===== config.mk =====
export PLATFORM = sky130hd
export DESIGN_NAME = aes_stream_ctrl
export DESIGN_NICKNAME = d
export VERILOG_FILES = /design/src/rtl/aes_stream_ctrl.sv
export SDC_FILE = /design/constraint.sdc
export NUM_CORES = 1
export LEC_CHECK = 0
export CORE_AREA = 2 2 332 334
export CTS_BUF_LIST = sky130_fd_sc_hd__clkbuf_8 sky130_fd_sc_hd__clkbuf_16
export CTS_CLUSTER_SIZE = 25
export DETAILED_ROUTE_END_ITERATION = 8
export DIE_AREA = 0 0 334 336
export PLACE_DENSITY = 0.58
export SYNTH_ARGS = -nofsm -noshare
export SYNTH_HDL_FRONTEND = slang
export SYNTH_SLANG_ARGS = --single-unit

===== constraint.sdc =====
create_clock -name clk -period 11.7 [get_ports clk]
set_clock_uncertainty 0.05 [all_clocks]
set_input_delay 2.34 -clock clk [delete_from_list [all_inputs] [get_ports clk]]
set_output_delay 2.34 -clock clk [all_outputs]
set_load 0.01 [all_outputs]

===== src/rtl/aes_stream_ctrl.sv =====
// Stream controller for an AES-128 core: accepts key/plaintext requests, launches the core,
// times the result (with timeout abort) and queues {err, latency, ct} in a 2-entry output buffer.
module aes_stream_ctrl #(
  parameter int unsigned TIMEOUT_CYCLES = 2000
) (
  input  logic         clk,
  input  logic         rst,
  input  logic         in_valid,
  output logic         in_ready,
  input  logic [127:0] in_key,
  input  logic [127:0] in_pt,
  output logic         core_start,
  output logic [127:0] core_key,
  output logic [127:0] core_pt,
  input  logic         core_busy,
  input  logic         core_done,
  input  logic [127:0] core_ct,
  input  logic         core_fault,
  output logic         out_valid,
  input  logic         out_ready,
  output logic [127:0] out_ct,
  output logic         out_err,
  output logic [15:0]  out_latency,
  output logic         fault_sticky,
  output logic         timeout_sticky,
  output logic [31:0]  blk_count,
  output logic [15:0]  lat_max
);

  typedef enum logic [1:0] {IDLE, LAUNCH, WAIT, DRAIN} state_t;

  typedef struct packed {
    logic         err;
    logic [15:0]  latency;
    logic [127:0] ct;
  } entry_t;

  localparam logic [31:0] TIMEOUT_W   = 32'(TIMEOUT_CYCLES);
  localparam logic [15:0] TIMEOUT_LAT = (TIMEOUT_CYCLES > 65535) ? 16'hFFFF : 16'(TIMEOUT_CYCLES);

  state_t      state, state_nxt;
  logic [31:0] lat_cnt;
  logic [31:0] lat_inc;
  logic [15:0] lat_sat;
  logic        txn_fault;
  logic        accept, push, pop, timeout_hit;
  entry_t      push_entry;
  entry_t      buf_q [2];
  entry_t      head;
  logic        wr_ptr, rd_ptr;
  logic [1:0]  occ;

  assign lat_inc     = lat_cnt + 32'd1;
  assign lat_sat     = (lat_inc > 32'h0000_FFFF) ? 16'hFFFF : lat_inc[15:0];
  // The counter would reach the limit on this edge with no result yet.
  assign timeout_hit = (state == WAIT) && !core_done && (lat_inc >= TIMEOUT_W);
  assign accept      = in_valid && in_ready;
  assign pop         = out_valid && out_ready;

  // NOTE: sequential state uses non-blocking assignments so every flop samples pre-edge values.
  always_ff @(posedge clk) begin
    if (rst) state <= IDLE;
    else     state <= state_nxt;
  end

  // NOTE: every always_comb output gets a default first so no latch is inferred.
  always_comb begin
    state_nxt = state;
    unique case (state)
      IDLE:    if (accept) state_nxt = LAUNCH;
      LAUNCH:  state_nxt = WAIT;
      WAIT:    if (core_done) state_nxt = IDLE;
               else if (timeout_hit) state_nxt = DRAIN;
      DRAIN:   if (!core_busy) state_nxt = IDLE;
      default: state_nxt = IDLE;
    endcase
  end

  always_comb begin
    in_ready   = !rst && (state == IDLE) && (occ < 2'd2);
    core_start = (state == LAUNCH);
    push       = 1'b0;
    push_entry = '0;
    if (state == WAIT) begin
      if (core_done) begin
        push               = 1'b1;
        push_entry.err     = core_fault || txn_fault;
        push_entry.latency = lat_sat;
        push_entry.ct      = core_ct;
      end else if (timeout_hit) begin
        push               = 1'b1;
        push_entry.err     = 1'b1;
        push_entry.latency = TIMEOUT_LAT;
      end
    end
  end

  always_ff @(posedge clk) begin
    if (rst) begin
      core_key       <= '0;
      core_pt        <= '0;
      lat_cnt        <= '0;
      txn_fault      <= 1'b0;
      fault_sticky   <= 1'b0;
      timeout_sticky <= 1'b0;
      blk_count      <= '0;
      lat_max        <= '0;
    end else begin
      if (accept) begin
        core_key <= in_key;
        core_pt  <= in_pt;
      end
      if (state == LAUNCH) begin
        lat_cnt   <= '0;
        txn_fault <= 1'b0;
      end else if (state == WAIT && !core_done) begin
        lat_cnt <= lat_inc;
      end
      if (state == WAIT && core_fault) begin
        txn_fault    <= 1'b1;
        fault_sticky <= 1'b1;
      end
      if (timeout_hit) timeout_sticky <= 1'b1;
      if (push) blk_count <= blk_count + 32'd1;
      // Timeout entries carry a synthetic latency and are kept out of the maximum.
      if (push && core_done && (lat_sat > lat_max)) lat_max <= lat_sat;
    end
  end

  // NOTE: buffer entries are reset because out_* expose the head register directly.
  always_ff @(posedge clk) begin
    if (rst) begin
      buf_q[0] <= '0;
      buf_q[1] <= '0;
      wr_ptr   <= 1'b0;
      rd_ptr   <= 1'b0;
      occ      <= '0;
    end else begin
      if (push) begin
        buf_q[wr_ptr] <= push_entry;
        wr_ptr        <= ~wr_ptr;
      end
      if (pop) rd_ptr <= ~rd_ptr;
      case ({push, pop})
        2'b10:   occ <= occ + 2'd1;
        2'b01:   occ <= occ - 2'd1;
        default: occ <= occ;
      endcase
    end
  end

  assign head        = buf_q[rd_ptr];
  assign out_valid   = (occ != 2'd0);
  assign out_ct      = head.ct;
  assign out_err     = head.err;
  assign out_latency = head.latency;

endmodule


== Word-level counts from Yosys, hierarchy flattened ==
Memory sizes are Yosys's and may differ from the RTL's. A register that Yosys moved wholly into a read port is not among the register bits.
Cells that the tools add are included.

* Flip-flop bits (word level): 345
* RAM bits: 290
* Memories: 1

{| class="wikitable"
|+ Memories
! name !! depth !! bits a word !! read ports !! clocked after memory_dff !! write ports !! line !! text
|-
| buf_q || 2 || 145 || 1 || 1 || 2 || 48 || <nowiki>entry_t buf_q [2];</nowiki>
|}

* Add/subtract/negate cells: 4
* $lt $le $gt $ge: 4
* Eq/ne operators: 8
* Multiplexer cells: 26
* Bitwise logic cells: 2
* Reductions and logical operators: 19

{| class="wikitable"
|+ Operator list
! cell !! number
|-
| 145-bit two-way mux || 2
|-
| 145-bit OR reduction || 1
|-
| 128-bit two-way mux || 1
|-
| 32-bit by 1-bit adder with 32-bit output (second input constant) || 2
|-
| 17-bit two-way mux || 2
|-
| 32-bit by 11-bit >= comparator with 1-bit output (second input constant) || 1
|-
| 32-bit by 16-bit greater-than comparator with 1-bit output (second input constant) || 1
|-
| 16-bit greater-than comparator || 1
|-
| 16-bit two-way mux || 1
|-
| 1-bit two-way mux || 14
|-
| 1-bit logical AND || 9
|-
| 2-bit two-way mux || 4
|-
| 2-bit case mux with 4 select lines || 1
|-
| 2-bit equality test (second input constant) || 3
|-
| 2-bit nonzero test || 3
|-
| 2-bit by 1-bit equality test with 1-bit output (second input constant) || 2
|-
| 2-bit inequality test (second input constant) || 2
|-
| 2-bit case mux with 2 select lines || 1
|-
| 3-bit inequality test (second input constant) || 1
|-
| 3-bit AND reduction || 1
|-
| 2-bit by 1-bit adder with 2-bit output (second input constant) || 1
|-
| 1-bit logical NOT || 2
|-
| 2-bit logical NOT || 1
|-
| 2-bit less-than comparator (second input constant) || 1
|-
| other kinds (4) || 5
|}

== Longest topological paths before layout ==
* Depth after elaboration: 11
* Mapped depth: 21
* Mapped depth without buffers: 17

== Worst setup path before layout ==
Ideal clock, no wire load.

* Path type: input to register
* From: in core_done
* To: mem buf_q[0][0] (netlist bit) (enable)
* Data arrival time: 9.973 ns
* Path slack: 0.997 ns
* Stages: 8
* Path buffers: 2
* Path through: nand2b_1 -> a211oi_1 -> and3_1 -> buf_2 -> buf_2 -> nor2_1 -> clkinv_1 -> o21bai_1

{| class="wikitable"
|+ RTL lines
! what !! line !! text
|-
| from (decl) || 16 || <nowiki>input logic core_done,</nowiki>
|-
| to (decl) || 48 ||
|}

== Worst setup path after layout ==
* From: in rst
* To: out in_ready

* Longest elaborated chain between the ends: 3

{| class="wikitable"
|+ RTL lines
! what !! line !! text
|-
| from (decl) || 7 || <nowiki>input logic rst,</nowiki>
|-
| 1-bit logical NOT || 80 || <nowiki>in_ready = !rst && (state == IDLE) && (occ < 2'd2);</nowiki>
|-
| 1-bit logical AND (2 in series) || 80 ||
|-
| to (decl) || 9 || <nowiki>output logic in_ready,</nowiki>
|}

Every way passes these cells.

==> impl_metrics.ini <==
[finish]
final_nets = 3744
area_growth_pct = 46.2
n_fill_cell = 10900
seq_area_sq_um = 15600
final_util_pct = 35.6
drive_above_1_share_pct = 9.07
multi_input_area_sq_um = 9790

[yosys]
syn_avg_cell_area_sq_um = 10.2
ys_seq_area_share_pct = 59.2
ys.flop_type = dfxtp_1
synth_top_cell_by_area = edfxtp_1
synthesis.nets = 3010
ys_ff_latch = 636
syn_area_sq_um = 26400
synthCells = 2599
synth_edf_count = 290
async_reset_ff_share_pct = 0
synth_most_common_cell = nand2_1
yosys_warnings = 0
synthTopCellsByArea = edfxtp_1 (33%), dfxtp_1 (26%), nand2_1 (8.2%)
synth_top_area_share_pct = 33.0
synth_commonest_cells = nand2_1 (574), dfxtp_1 (346), a21oi_1 (308)
synth_cell_types = 58

[power_and_ir_drop]
p_int_mw = 4.05
pwr_density_cell_nw_per_um2 = 139
p_seq_share_pct = 45.3
p_sw_mw = 1.32
leakagePower_nw = 14.4
pwr-share-clk_pct = 44.5
p_sw_share_pct = 24.6
combPwrFrac_pct = 10.2
ir_drop_mv = 0.102

[setup_path]
crit_chain = buf_8, nor4_1, clkdlybuf4s50_1
cp-startpoint = rst
slowest_delay_ns = 0.66
r2r_setup_slack_ns = 5.84
critPathMaxFanout = 86
end_kind = output pin
path_class = primary input to output pin
r2r_start = lat_cnt[0]
critPathRequiredTime_ns = 9.31
crit_path_end = in_ready
timing.rr.end = buf_q[1][115]
cp.arrival_ns = 3.83
rr_worst_depth = 12
slowest_stage = clkdlybuf4s50_1
start_kind = primary input

[die]
ios = 845
core_area_sq_um = 108000
die_area_sq_um = 112000
start_util_pct = 24.3
dieWidth_um = 334
rows = 121
die_h_um = 336

[grt]
grt_max_degree = 239
grt.overflow.total = 0
antenna_found_initial = 30
grt_pass1_wl_mm = 158
grt_pass1_vias = 21652
track_usage_pct = 19.3

[timing]
slew_headroom_pct = 17.1
worstMarginPinSlew_ns = 1.24
setup_tns_ns = 0
hold_viol_final = 0
fin_crit_ns = 6.22
setup_viol = 0
period_share_pct = 53.1
clock.fmax_mhz = 161
maxSlewViolCount = 0
rsz0062_at_grt = false

[routing]
drt_wl_total_mm = 113
routedWlPerCell_um = 23.5
routed_via_density = 4.69
first_pass_iters = 5
vias = 22603
dr.first_iter.drc_count = 1711
route.detailed.drc = 0
postRouteAntennaNets = 0

[status]
status = finished clean

[place]
port_buffers = 844
place_congestion = 0.925
hpwl_mm = 82.9

[flow_run]
cap_violations = 0

[cts]
clk_pin_slew_ns = 0.06
cts_resized = 0
cts_inserted_buffers = 77
clkLatencyLatePin_ns = 0.65
cts_tree = done
post_cts_buffers = 0
root_buffer = clkbuf_16
clkSinkCount = 636
cts_hold_buf = 0
max-clock-path-buffers = 3
htree_levels = 3

[hold_path]
hp-class = flop to flop
## routing by layer
layer / track usage, % / part of all wire (%) / wire, um
met1: 22.9 / 39 / 43800
met2: 31.1 / 47 / 52900
met3: 7.92 / 11 / 12700
met4: 7.39 / 3.4 / 3870
met5: 0 / 0.057 / 65
## power by group through the flow
stage	Clock (mW)	Sequential [mW]	Combinational (mW)
after floorplan	0	2.50	0.158
after global placement	0	2.48	0.551
after detailed placement	0	2.48	0.549
after CTS	2.45	2.44	0.553
after global routing	2.53	2.44	0.584
final	2.39	2.44	0.548
## how the worst min path moves through the flow
stage,to,start,cells after the start,slack [ns]
final,core_pt[3],core_pt[3],2,0.40
after global routing,core_key[70],core_key[70],2,0.42
after CTS,core_key[79],core_key[79],2,0.40
after detailed placement,core_key[79],core_key[79],2,0.40
after global placement,core_key[110],core_key[110],2,0.39
after floorplan,occ[1],occ[1],2,0.42
## kinds of logic after synthesis
kind of cell | after synthesis | share of synthesized area, %
simple gates | 1100 | 19.8
mux | 146 | 6.23
buf+inv | 250 | 3.82
compound gates | 398 | 8.38
fa+ha+maj | 20 | 0.948
flops | 636 | 59.2
xor+xnor | 49 | 1.63
## per-stage QoR
step	hold slack, ns	area, sq um	power [mW]	worst slack (ns)	std cells
after detailed placement	0.396	36000	3.03	5.37	4668
after floorplan	0.417	26400	2.66	0.997	2599
final	0.403	38600	5.38	5.48	4823
after CTS	0.404	38600	5.44	5.41	4808
after global routing	0.416	38600	5.56	5.31	4818
after global placement	0.390	36000	3.03	5.35	4668
## cell usage in the layout, fill, tap and decap left out, types with 5 or more instances in the layout
cell             synthesis  final
clkdlybuf4s50_1          0    843
ha_1                    20     20
nand4_1                 27     27
o31ai_1                 23     23
a211oi_1                13     13
or3_1                   12     12
nor2_1                  91     91
clkinv_1                 1      8
xor2_1                  24     24
bufinv_16                0      5
xnor2_1                 25     25
nand3_1                 26     26
diode_2                  0     15
a22oi_1                  7      7
a21oi_1                308    308
nor4_1                  12     11
clkbuf_16                0     77
clkbuf_8                 0      7
and3_1                 270    269
o21ai_0                 15     15
a311oi_1                 7      7
buf_4                    0     20
edfxtp_1               290    290
mux2_2                 146    146
inv_1                   36     50
dfxtp_1                346    345
clkinv_2                 0     18
nor3_1                  33     32
nand2_1                574    573
or4_1                   25     25
## sequential cells by signal, indices dropped and copies added (netlist names), named ones only
register	flops
occ	2
core_key	128
rd_ptr	1
buf_q	290
blk_count	32
timeout_sticky	1
fault_sticky	1
wr_ptr	1
state	2
lat_cnt	32
txn_fault	1
core_pt	128
lat_max	16
## layout make-up
class | instances | share of cell area, %
Tap cell | 1414 | 4.58
Antenna cell | 15 | 0.0973
Clock buffer | 84 | 5.24
Timing Repair Buffer | 868 | 22.5
Sequential cell | 636 | 40.5
Clock inverter | 56 | 1.32
Multi-Input combinational cell | 1713 | 25.4
Inverter | 37 | 0.360
## worst max-delay path, delay by kind of cell
family | cells | cell delay, ns
buffers and inverters | 2 | 0.88
AND/OR/NAND/NOR | 1 | 0.59
Note: power is estimated with default switching activity, not from simulation.
